<file path="config.mk">
export PLATFORM = sky130hd
export DESIGN_NAME = ofifo_bank_flat
export DESIGN_NICKNAME = d
export VERILOG_FILES = /design/src/rtl/ofifo_bank_pkg.sv /design/src/rtl/ofifo_bank_if.sv /design/src/rtl/ofifo_bank_lane.sv /design/src/rtl/ofifo_bank.sv /design/src/flat_wrapper.sv
export SDC_FILE = /design/constraint.sdc
export NUM_CORES = 2
export LEC_CHECK = 0
export ABC_AREA = 0
export BUFFER_PORTS_ARGS = -buffer_cell sky130_fd_sc_hd__buf_2
export CORE_ASPECT_RATIO = 0.7
export CORE_MARGIN = 4
export CORE_UTILIZATION = 67
export DETAILED_ROUTE_END_ITERATION = 12
export GPL_TIMING_DRIVEN = 0
export PLACE_DENSITY = 0.89
export SYNTH_ARGS = -nofsm -noshare
export SYNTH_HDL_FRONTEND = slang
export SYNTH_SLANG_ARGS = --single-unit
</file>
<file path="constraint.sdc">
create_clock -name clk -period 29.6 [get_ports clk]
set_input_delay 2.96 -clock clk [delete_from_list [all_inputs] [get_ports clk]]
set_output_delay 2.96 -clock clk [all_outputs]
set_load 0.05 [all_outputs]
</file>
<file path="src/rtl/ofifo_bank_pkg.sv">
// ofifo_bank_pkg
//   Shared helpers for the output FIFO bank and its neighbours (mac_array bench).
//   Provides the default geometry, pointer/level width helpers and a lane
//   occupancy type sized for the default depth.
//   Optional error reporting in the bank is enabled with OFIFO_BANK_ERR_EN.
package ofifo_bank_pkg;

    localparam int DEF_COL   = 8;
    localparam int DEF_BW    = 16;
    localparam int DEF_DEPTH = 16;
    localparam int DEF_AF_TH = 14;

    // Pointers carry one extra wrap bit so full and empty are distinguishable.
    function automatic int ptrWidth(input int depth);
        return $clog2(depth) + 1;
    endfunction

    // A level must represent 0..DEPTH inclusive.
    function automatic int lvlWidth(input int depth);
        return $clog2(depth) + 1;
    endfunction

    typedef logic [lvlWidth(DEF_DEPTH)-1:0] lane_cnt_t;

endpackage

</file>
<file path="src/rtl/ofifo_bank_if.sv">
// ofifo_bank_if
//   Bus between the producer/consumer side and the output FIFO bank.
//   master : drives wr (per-lane push), in (row data), rd (row pop)
//   slave  : drives out (registered row), o_full, o_ready, o_almost_full,
//            o_valid, o_min_level, o_rd_vld
//   With OFIFO_BANK_ERR_EN: err_clr (master), o_ovf/o_udf (slave).
interface ofifo_bank_if
    import ofifo_bank_pkg::*;
#(
    parameter int COL   = 8,
    parameter int BW    = 16,
    parameter int DEPTH = 16
);
    localparam int LVL_W = lvlWidth(DEPTH);

    logic [COL-1:0]    wr;
    logic [BW*COL-1:0] in;
    logic              rd;
    logic [BW*COL-1:0] out;
    logic              o_full;
    logic              o_ready;
    logic              o_almost_full;
    logic              o_valid;
    logic [LVL_W-1:0]  o_min_level;
    logic              o_rd_vld;
`ifdef OFIFO_BANK_ERR_EN
    logic              err_clr;
    logic [COL-1:0]    o_ovf;
    logic              o_udf;

    modport master (
        output wr, in, rd, err_clr,
        input  out, o_full, o_ready, o_almost_full, o_valid, o_min_level, o_rd_vld,
               o_ovf, o_udf
    );
    modport slave (
        input  wr, in, rd, err_clr,
        output out, o_full, o_ready, o_almost_full, o_valid, o_min_level, o_rd_vld,
               o_ovf, o_udf
    );
`else
    modport master (
        output wr, in, rd,
        input  out, o_full, o_ready, o_almost_full, o_valid, o_min_level, o_rd_vld
    );
    modport slave (
        input  wr, in, rd,
        output out, o_full, o_ready, o_almost_full, o_valid, o_min_level, o_rd_vld
    );
`endif
endinterface

</file>
<file path="src/rtl/ofifo_bank_lane.sv">
// ofifo_bank_lane
//   One column lane of the output FIFO bank: storage, wrap-bit pointers,
//   empty/full/count status and a registered read port.
//   clk, reset : clock, synchronous active-high reset
//   wr_i       : push strobe (dropped when the lane is full)
//   data_i     : push data
//   pop_i      : pop strobe, already qualified by the bank (lane never empty)
//   full_o, empty_o, count_o : status from registered pointers
//   data_o     : last popped word, updated the cycle after a pop
module ofifo_bank_lane
    import ofifo_bank_pkg::*;
#(
    parameter int BW    = 16,
    parameter int DEPTH = 16,
    localparam int PTR_W = ptrWidth(DEPTH),
    localparam int AW    = $clog2(DEPTH)
)(
    input  logic             clk,
    input  logic             reset,
    input  logic             wr_i,
    input  logic [BW-1:0]    data_i,
    input  logic             pop_i,
    output logic             full_o,
    output logic             empty_o,
    output logic [PTR_W-1:0] count_o,
    output logic [BW-1:0]    data_o
);
    logic [BW-1:0]    mem_q [DEPTH];
    logic [PTR_W-1:0] wrPtr_q, wrPtr_d;
    logic [PTR_W-1:0] rdPtr_q, rdPtr_d;
    logic [BW-1:0]    dataOut_q, dataOut_d;
    logic             pushOk;

    assign empty_o = (wrPtr_q == rdPtr_q);
    assign full_o  = (wrPtr_q[AW-1:0] == rdPtr_q[AW-1:0]) && (wrPtr_q[AW] != rdPtr_q[AW]);
    assign count_o = wrPtr_q - rdPtr_q;
    assign pushOk  = wr_i && !full_o;
    assign data_o  = dataOut_q;

    always_comb begin
        wrPtr_d   = wrPtr_q;
        rdPtr_d   = rdPtr_q;
        dataOut_d = dataOut_q;
        if (pushOk) begin
            wrPtr_d = wrPtr_q + PTR_W'(1);
        end
        if (pop_i) begin
            rdPtr_d   = rdPtr_q + PTR_W'(1);
            dataOut_d = mem_q[rdPtr_q[AW-1:0]];
        end
    end

    always_ff @(posedge clk) begin
        if (reset) begin
            wrPtr_q   <= '0;
            rdPtr_q   <= '0;
            dataOut_q <= '0;
        end else begin
            wrPtr_q   <= wrPtr_d;
            rdPtr_q   <= rdPtr_d;
            dataOut_q <= dataOut_d;
        end
    end

    // Storage is deliberately not reset; the pointers define what is valid.
    always_ff @(posedge clk) begin
        if (pushOk) begin
            mem_q[wrPtr_q[AW-1:0]] <= data_i;
        end
    end

endmodule

</file>
<file path="src/rtl/ofifo_bank.sv">
// ofifo_bank
//   Output FIFO bank between mac_array and SRAM writeback: one FIFO lane per
//   array column, filled per lane with skew, drained as whole rows.
//   clk, reset : clock, synchronous active-high reset
//   bus        : ofifo_bank_if.slave (wr/in/rd in; out, o_full, o_ready,
//                o_almost_full, o_valid, o_min_level, o_rd_vld out)
//   Macro OFIFO_BANK_ERR_EN adds err_clr, o_ovf (per lane) and o_udf stickies.
module ofifo_bank
    import ofifo_bank_pkg::*;
#(
    parameter int COL   = DEF_COL,
    parameter int BW    = DEF_BW,
    parameter int DEPTH = DEF_DEPTH,
    parameter int AF_TH = DEF_AF_TH,
    localparam int LVL_W = lvlWidth(DEPTH)
)(
    input logic         clk,
    input logic         reset,
    ofifo_bank_if.slave bus
);
    logic [COL-1:0]    laneFull;
    logic [COL-1:0]    laneEmpty;
    logic [LVL_W-1:0]  laneCount [COL];
    logic [BW-1:0]     laneData  [COL];
    logic              allNonEmpty;
    logic              anyAf;
    logic [LVL_W-1:0]  minLvl;
    logic [BW*COL-1:0] outRow;
    logic              popAccept;
    logic              rdVld_q, rdVld_d;

    // A row pop is only honoured when every lane has an entry, so no lane
    // ever advances its read pointer past its write pointer.
    assign popAccept = bus.rd && allNonEmpty;

    for (genvar g = 0; g < COL; g++) begin : gLane
        ofifo_bank_lane #(
            .BW    (BW),
            .DEPTH (DEPTH)
        ) uLane (
            .clk     (clk),
            .reset   (reset),
            .wr_i    (bus.wr[g]),
            .data_i  (bus.in[BW*g +: BW]),
            .pop_i   (popAccept),
            .full_o  (laneFull[g]),
            .empty_o (laneEmpty[g]),
            .count_o (laneCount[g]),
            .data_o  (laneData[g])
        );
    end

    // Status reduction across lanes, all from registered pointers.
    always_comb begin
        allNonEmpty = ~|laneEmpty;
        anyAf       = 1'b0;
        minLvl      = laneCount[0];
        outRow      = '0;
        for (int i = 0; i < COL; i++) begin
            if (laneCount[i] >= LVL_W'(AF_TH)) begin
                anyAf = 1'b1;
            end
            if (laneCount[i] < minLvl) begin
                minLvl = laneCount[i];
            end
            outRow[BW*i +: BW] = laneData[i];
        end
    end

    assign rdVld_d = popAccept;

    always_ff @(posedge clk) begin
        if (reset) begin
            rdVld_q <= 1'b0;
        end else begin
            rdVld_q <= rdVld_d;
        end
    end

    assign bus.out           = outRow;
    assign bus.o_full        = |laneFull;
    assign bus.o_ready       = ~|laneFull;
    assign bus.o_almost_full = anyAf;
    assign bus.o_valid       = allNonEmpty;
    assign bus.o_min_level   = minLvl;
    assign bus.o_rd_vld      = rdVld_q;

`ifdef OFIFO_BANK_ERR_EN
    logic [COL-1:0] ovf_q, ovf_d;
    logic           udf_q, udf_d;

    // Sticky error flags; a clear in the same cycle as a new event wins.
    always_comb begin
        ovf_d = ovf_q | (bus.wr & laneFull);
        udf_d = udf_q | (bus.rd & ~allNonEmpty);
        if (bus.err_clr) begin
            ovf_d = '0;
            udf_d = 1'b0;
        end
    end

    always_ff @(posedge clk) begin
        if (reset) begin
            ovf_q <= '0;
            udf_q <= 1'b0;
        end else begin
            ovf_q <= ovf_d;
            udf_q <= udf_d;
        end
    end

    assign bus.o_ovf = ovf_q;
    assign bus.o_udf = udf_q;
`endif

endmodule

</file>
<file path="src/flat_wrapper.sv">
// flat-port wrapper written by rule: the top's interface ports become plain ports
module ofifo_bank_flat import ofifo_bank_pkg::*;
#(
    parameter int COL   = DEF_COL,
    parameter int BW    = DEF_BW,
    parameter int DEPTH = DEF_DEPTH,
    parameter int AF_TH = DEF_AF_TH,
    localparam int LVL_W = lvlWidth(DEPTH)
)
  (clk, reset, bus_wr, bus_in, bus_rd, bus_out, bus_o_full, bus_o_ready, bus_o_almost_full, bus_o_valid, bus_o_min_level, bus_o_rd_vld);
  ofifo_bank_if #(.COL(COL), .BW(BW), .DEPTH(DEPTH)) bus_i ();
  input logic clk;
  input logic reset;
  input wire logic [$bits(bus_i.wr)-1:0] bus_wr;
  input wire logic [$bits(bus_i.in)-1:0] bus_in;
  input wire logic [$bits(bus_i.rd)-1:0] bus_rd;
  output wire logic [$bits(bus_i.out)-1:0] bus_out;
  output wire logic [$bits(bus_i.o_full)-1:0] bus_o_full;
  output wire logic [$bits(bus_i.o_ready)-1:0] bus_o_ready;
  output wire logic [$bits(bus_i.o_almost_full)-1:0] bus_o_almost_full;
  output wire logic [$bits(bus_i.o_valid)-1:0] bus_o_valid;
  output wire logic [$bits(bus_i.o_min_level)-1:0] bus_o_min_level;
  output wire logic [$bits(bus_i.o_rd_vld)-1:0] bus_o_rd_vld;
  assign bus_i.wr = bus_wr;
  assign bus_i.in = bus_in;
  assign bus_i.rd = bus_rd;
  assign bus_out = bus_i.out;
  assign bus_o_full = bus_i.o_full;
  assign bus_o_ready = bus_i.o_ready;
  assign bus_o_almost_full = bus_i.o_almost_full;
  assign bus_o_valid = bus_i.o_valid;
  assign bus_o_min_level = bus_i.o_min_level;
  assign bus_o_rd_vld = bus_i.o_rd_vld;
  ofifo_bank #(.COL(COL), .BW(BW), .DEPTH(DEPTH), .AF_TH(AF_TH)) u_core (.clk(clk), .reset(reset), .bus(bus_i));
endmodule
</file>
==> flow_summary.json <==
{
  "nNetsFinal": 5176,
  "status": "complete, no violations",
  "drt_pre_antenna_iters": 9,
  "ys_types": 70,
  "critPathMostFrequentCell": "ha_1",
  "overflow": 0,
  "crit_start": "u_core.gLane[0].uLane.rdPtr_q[1]",
  "hold_class": "reg2reg",
  "reg2regPathDepth": 14,
  "die_x_um": 441,
  "fin_cells": 6896,
  "whs_path_depth": 2,
  "port_buffers": 275,
  "r2r_slack_ps": 22450,
  "powerDensity_nw_per_um2": 63.9,
  "grt_use_total_pct": 37.6,
  "peakVddDrop_mv": 0.0580,
  "cp_data_arrival_time_ps": 13750,
  "dpl.hpwl_um": 159000,
  "dieHeight_um": 311,
  "coreArea_sq_um": 130000,
  "grt_pass1_wl_um": 363000,
  "clock_sinks": 2257,
  "mostFrequentLayoutCells": "edfxtp_1, mux4_2, nand2_1",
  "ys_warn_count": 0,
  "synth-seq-cells": 2257,
  "layout_commonest_cell": "edfxtp_1",
  "dp_cells": 6487,
  "fmax_mhz": 59.9,
  "setup_tns_ps": 0,
  "finalClockSkew_ps": 41.9,
  "start_util_pct": 68.0,
  "cts_resized": 0,
  "finalSetupViolations": 0,
  "drt-total-wl_um": 254000,
  "routed-via-count": 50117,
  "ys_seq_area_share_pct": 74.6,
  "tightestPinTransition_ps": 1480,
  "yosysTopAreaCellShare_pct": 69.8,
  "finalMaxSlewViolations": 0,
  "worstSkewPairLatency_ps": 860,
  "via_per_inst": 7.27,
  "endpoint": "bus_o_min_level[1]",
  "r2r_end": "u_core.gLane[4].uLane.data_o[15]",
  "htree_levels": 4,
  "whs_ps": 453,
  "synth_fp_nets": 4569,
  "ctsHoldBuffers": 0,
  "ios": 277,
  "synth_top_area_cell": "edfxtp_1",
  "max_cap_viol_count": 0,
  "finalWorstPathRequiredPeriod_ps": 16710,
  "async_flop_share_pct": 0,
  "grt_pass1_vias": 50385,
  "clkTransAtPathRegs_ps": 70,
  "syn_to_final_growth_pct": 14.1,
  "dieArea_sq_um": 137000,
  "final_util_pct": 77.6,
  "syn_avg_cell_area_sq_um": 20.3,
  "synth_edf_count": 2048,
  "rows": 110,
  "grt_max_degree": 18,
  "drc": 0,
  "syn-cell-area_sq_um": 88000,
  "ys.flop_type": "edfxtp_1",
  "antenna_found_initial": 47,
  "cp-end-kind": "output port",
  "synth_area_leaders": "edfxtp_1, mux4_2, dfxtp_1",
  "place.gp.congestion": 0.863,
  "fillCellCount": 6097,
  "cp_slowest_cell": "a222oi_1",
  "wl_per_cell_um": 36.9,
  "regArea_sq_um": 65700,
  "period_share_pct": 56.4,
  "post_cts_buffers": 0,
  "cp.required_ps": 26640,
  "slowest_delay_ps": 780,
  "regToRegStartpoint": "u_core.gLane[7].uLane.rdPtr_q[1]",
  "antenna_left": 0,
  "slew_headroom_pct": 1.41,
  "cp_max_fo": 10,
  "hold_viol_final": 0,
  "crit_type": "reg2out",
  "numCtsBuffers": 191,
  "multi_input_area_sq_um": 21700,
  "first_iter_violations": 9051,
  "power_leakage_uw": 0.0319,
  "grt_setup_unrepaired": "no",
  "cts_tree": "done",
  "cts_root_buffer": "clkbuf_16",
  "netlist_instances": 4337,
  "cts_buffer_depth": 3,
  "drive_above_1_share_pct": 29.7,
  "start_kind": "flop"
}
==> layer usage <==
metal  share of wire (%)  wire length, um  global-route usage (%)
met5               0.051              130                       0
met4                 6.7            17000                    20.5
met3                  13            33100                    10.1
met2                  48           122000                    58.3
met1                  32            81700                    49.3
==> worst min path at each step <==
| stage | startpoint | end | slack, ps |
|---|---|---|---|
| final | u_core.gLane[7].uLane.data_o[4] | u_core.gLane[7].uLane.data_o[4] | 450 |
| after global routing | u_core.gLane[6].uLane.data_o[8] | u_core.gLane[6].uLane.data_o[8] | 470 |
| after detailed placement | u_core.gLane[7].uLane.data_o[4] | u_core.gLane[7].uLane.data_o[4] | 440 |
| after global placement | u_core.gLane[6].uLane.data_o[2] | u_core.gLane[6].uLane.data_o[2] | 440 |
| after CTS | u_core.gLane[7].uLane.data_o[4] | u_core.gLane[7].uLane.data_o[4] | 450 |
| after floorplan | u_core.gLane[0].uLane.rdPtr_q[4] | u_core.gLane[0].uLane.rdPtr_q[4] | 500 |
==> power breakdown <==
group | total [uW] | internal [uW] | switching [uW]
Sequential | 3530 | 3510 | 16.5
Combinational | 312 | 107 | 205
Clock | 2580 | 1390 | 1190
Total | 6410 | 5000 | 1410
==> flip-flops by register name (all words and copies together), names as in the netlist <==
| signal | cells |
|---|---|
| u_core.gLane.uLane.rdPtr_q | 40 |
| u_core.bus.o_rd_vld | 1 |
| u_core.gLane.uLane.data_o | 128 |
| u_core.gLane.uLane.mem_q | 2048 |
| u_core.gLane.uLane.wrPtr_q | 40 |
==> metrics by stage <==
| step | total power [uW] | worst slack, ps | instance area [sq um] |
|---|---|---|---|
| final | 6410 | 12890 | 100000 |
| after global routing | 6570 | 12320 | 100000 |
| after CTS | 6400 | 13280 | 100000 |
| after detailed placement | 3890 | 14290 | 94100 |
| after global placement | 3860 | 14770 | 91600 |
| after floorplan | 3760 | 16280 | 88000 |
==> synth_stat cells (all sizes together), types with 4 or more instances <==
library cell and n:
edfxtp 2048, mux4 640, nand2 343, dfxtp 209, nor2 188, a21oi 170, clkbuf 120, buf 97
ha 85, inv 68, xnor2 57, xor2 42, nor3 38, nand4 34, nand2b 23, a21o 22
mux2i 22, nand3 16, nor2b 15, o21ai 14, fa 8, and2 6, mux2 6, o22ai 6
o221ai 5, nor4 4
==> worst max-delay path, delay by kind of cell (launching register included) <==
kind | cells | cell delay, ps
AOI/OAI and AO/OA | 18 | 4510
xor gates and xnor gates | 1 | 290
adders and majority gates | 8 | 2720
buffers and inverters | 7 | 2280
DFF | 1 | 490
muxes | 4 | 1440
and+or+nand+nor | 8 | 1160
==> area by class of cell <==
type / count / area share (%)
antenna: 49 / 0.122
buffer: 217 / 0.848
clock buffer: 261 / 5.31
clock inverter: 99 / 0.917
inverter: 68 / 0.254
multi-input combinational: 1795 / 21.6
sequential: 2257 / 65.4
tap: 1736 / 2.16
timing repair buffer: 414 / 3.44
==> cells by family (layout without fill, tap and decap cells) <==
logic type                 count (synthesis)  after routing  synth area share [%]
AOI/OAI and AO/OA                        254            254                  1.76
xor gates and xnor gates                  99             99                 0.993
adders and majority gates                 95             95                  1.41
buffers and inverters                    285           1059                  1.25
DFF                                     2257           2257                  74.6
muxes                                    668            668                  16.7
other                                      0             49                     0
and+or+nand+nor                          679            679                  3.28
Note: power is estimated with default switching activity, not from simulation.
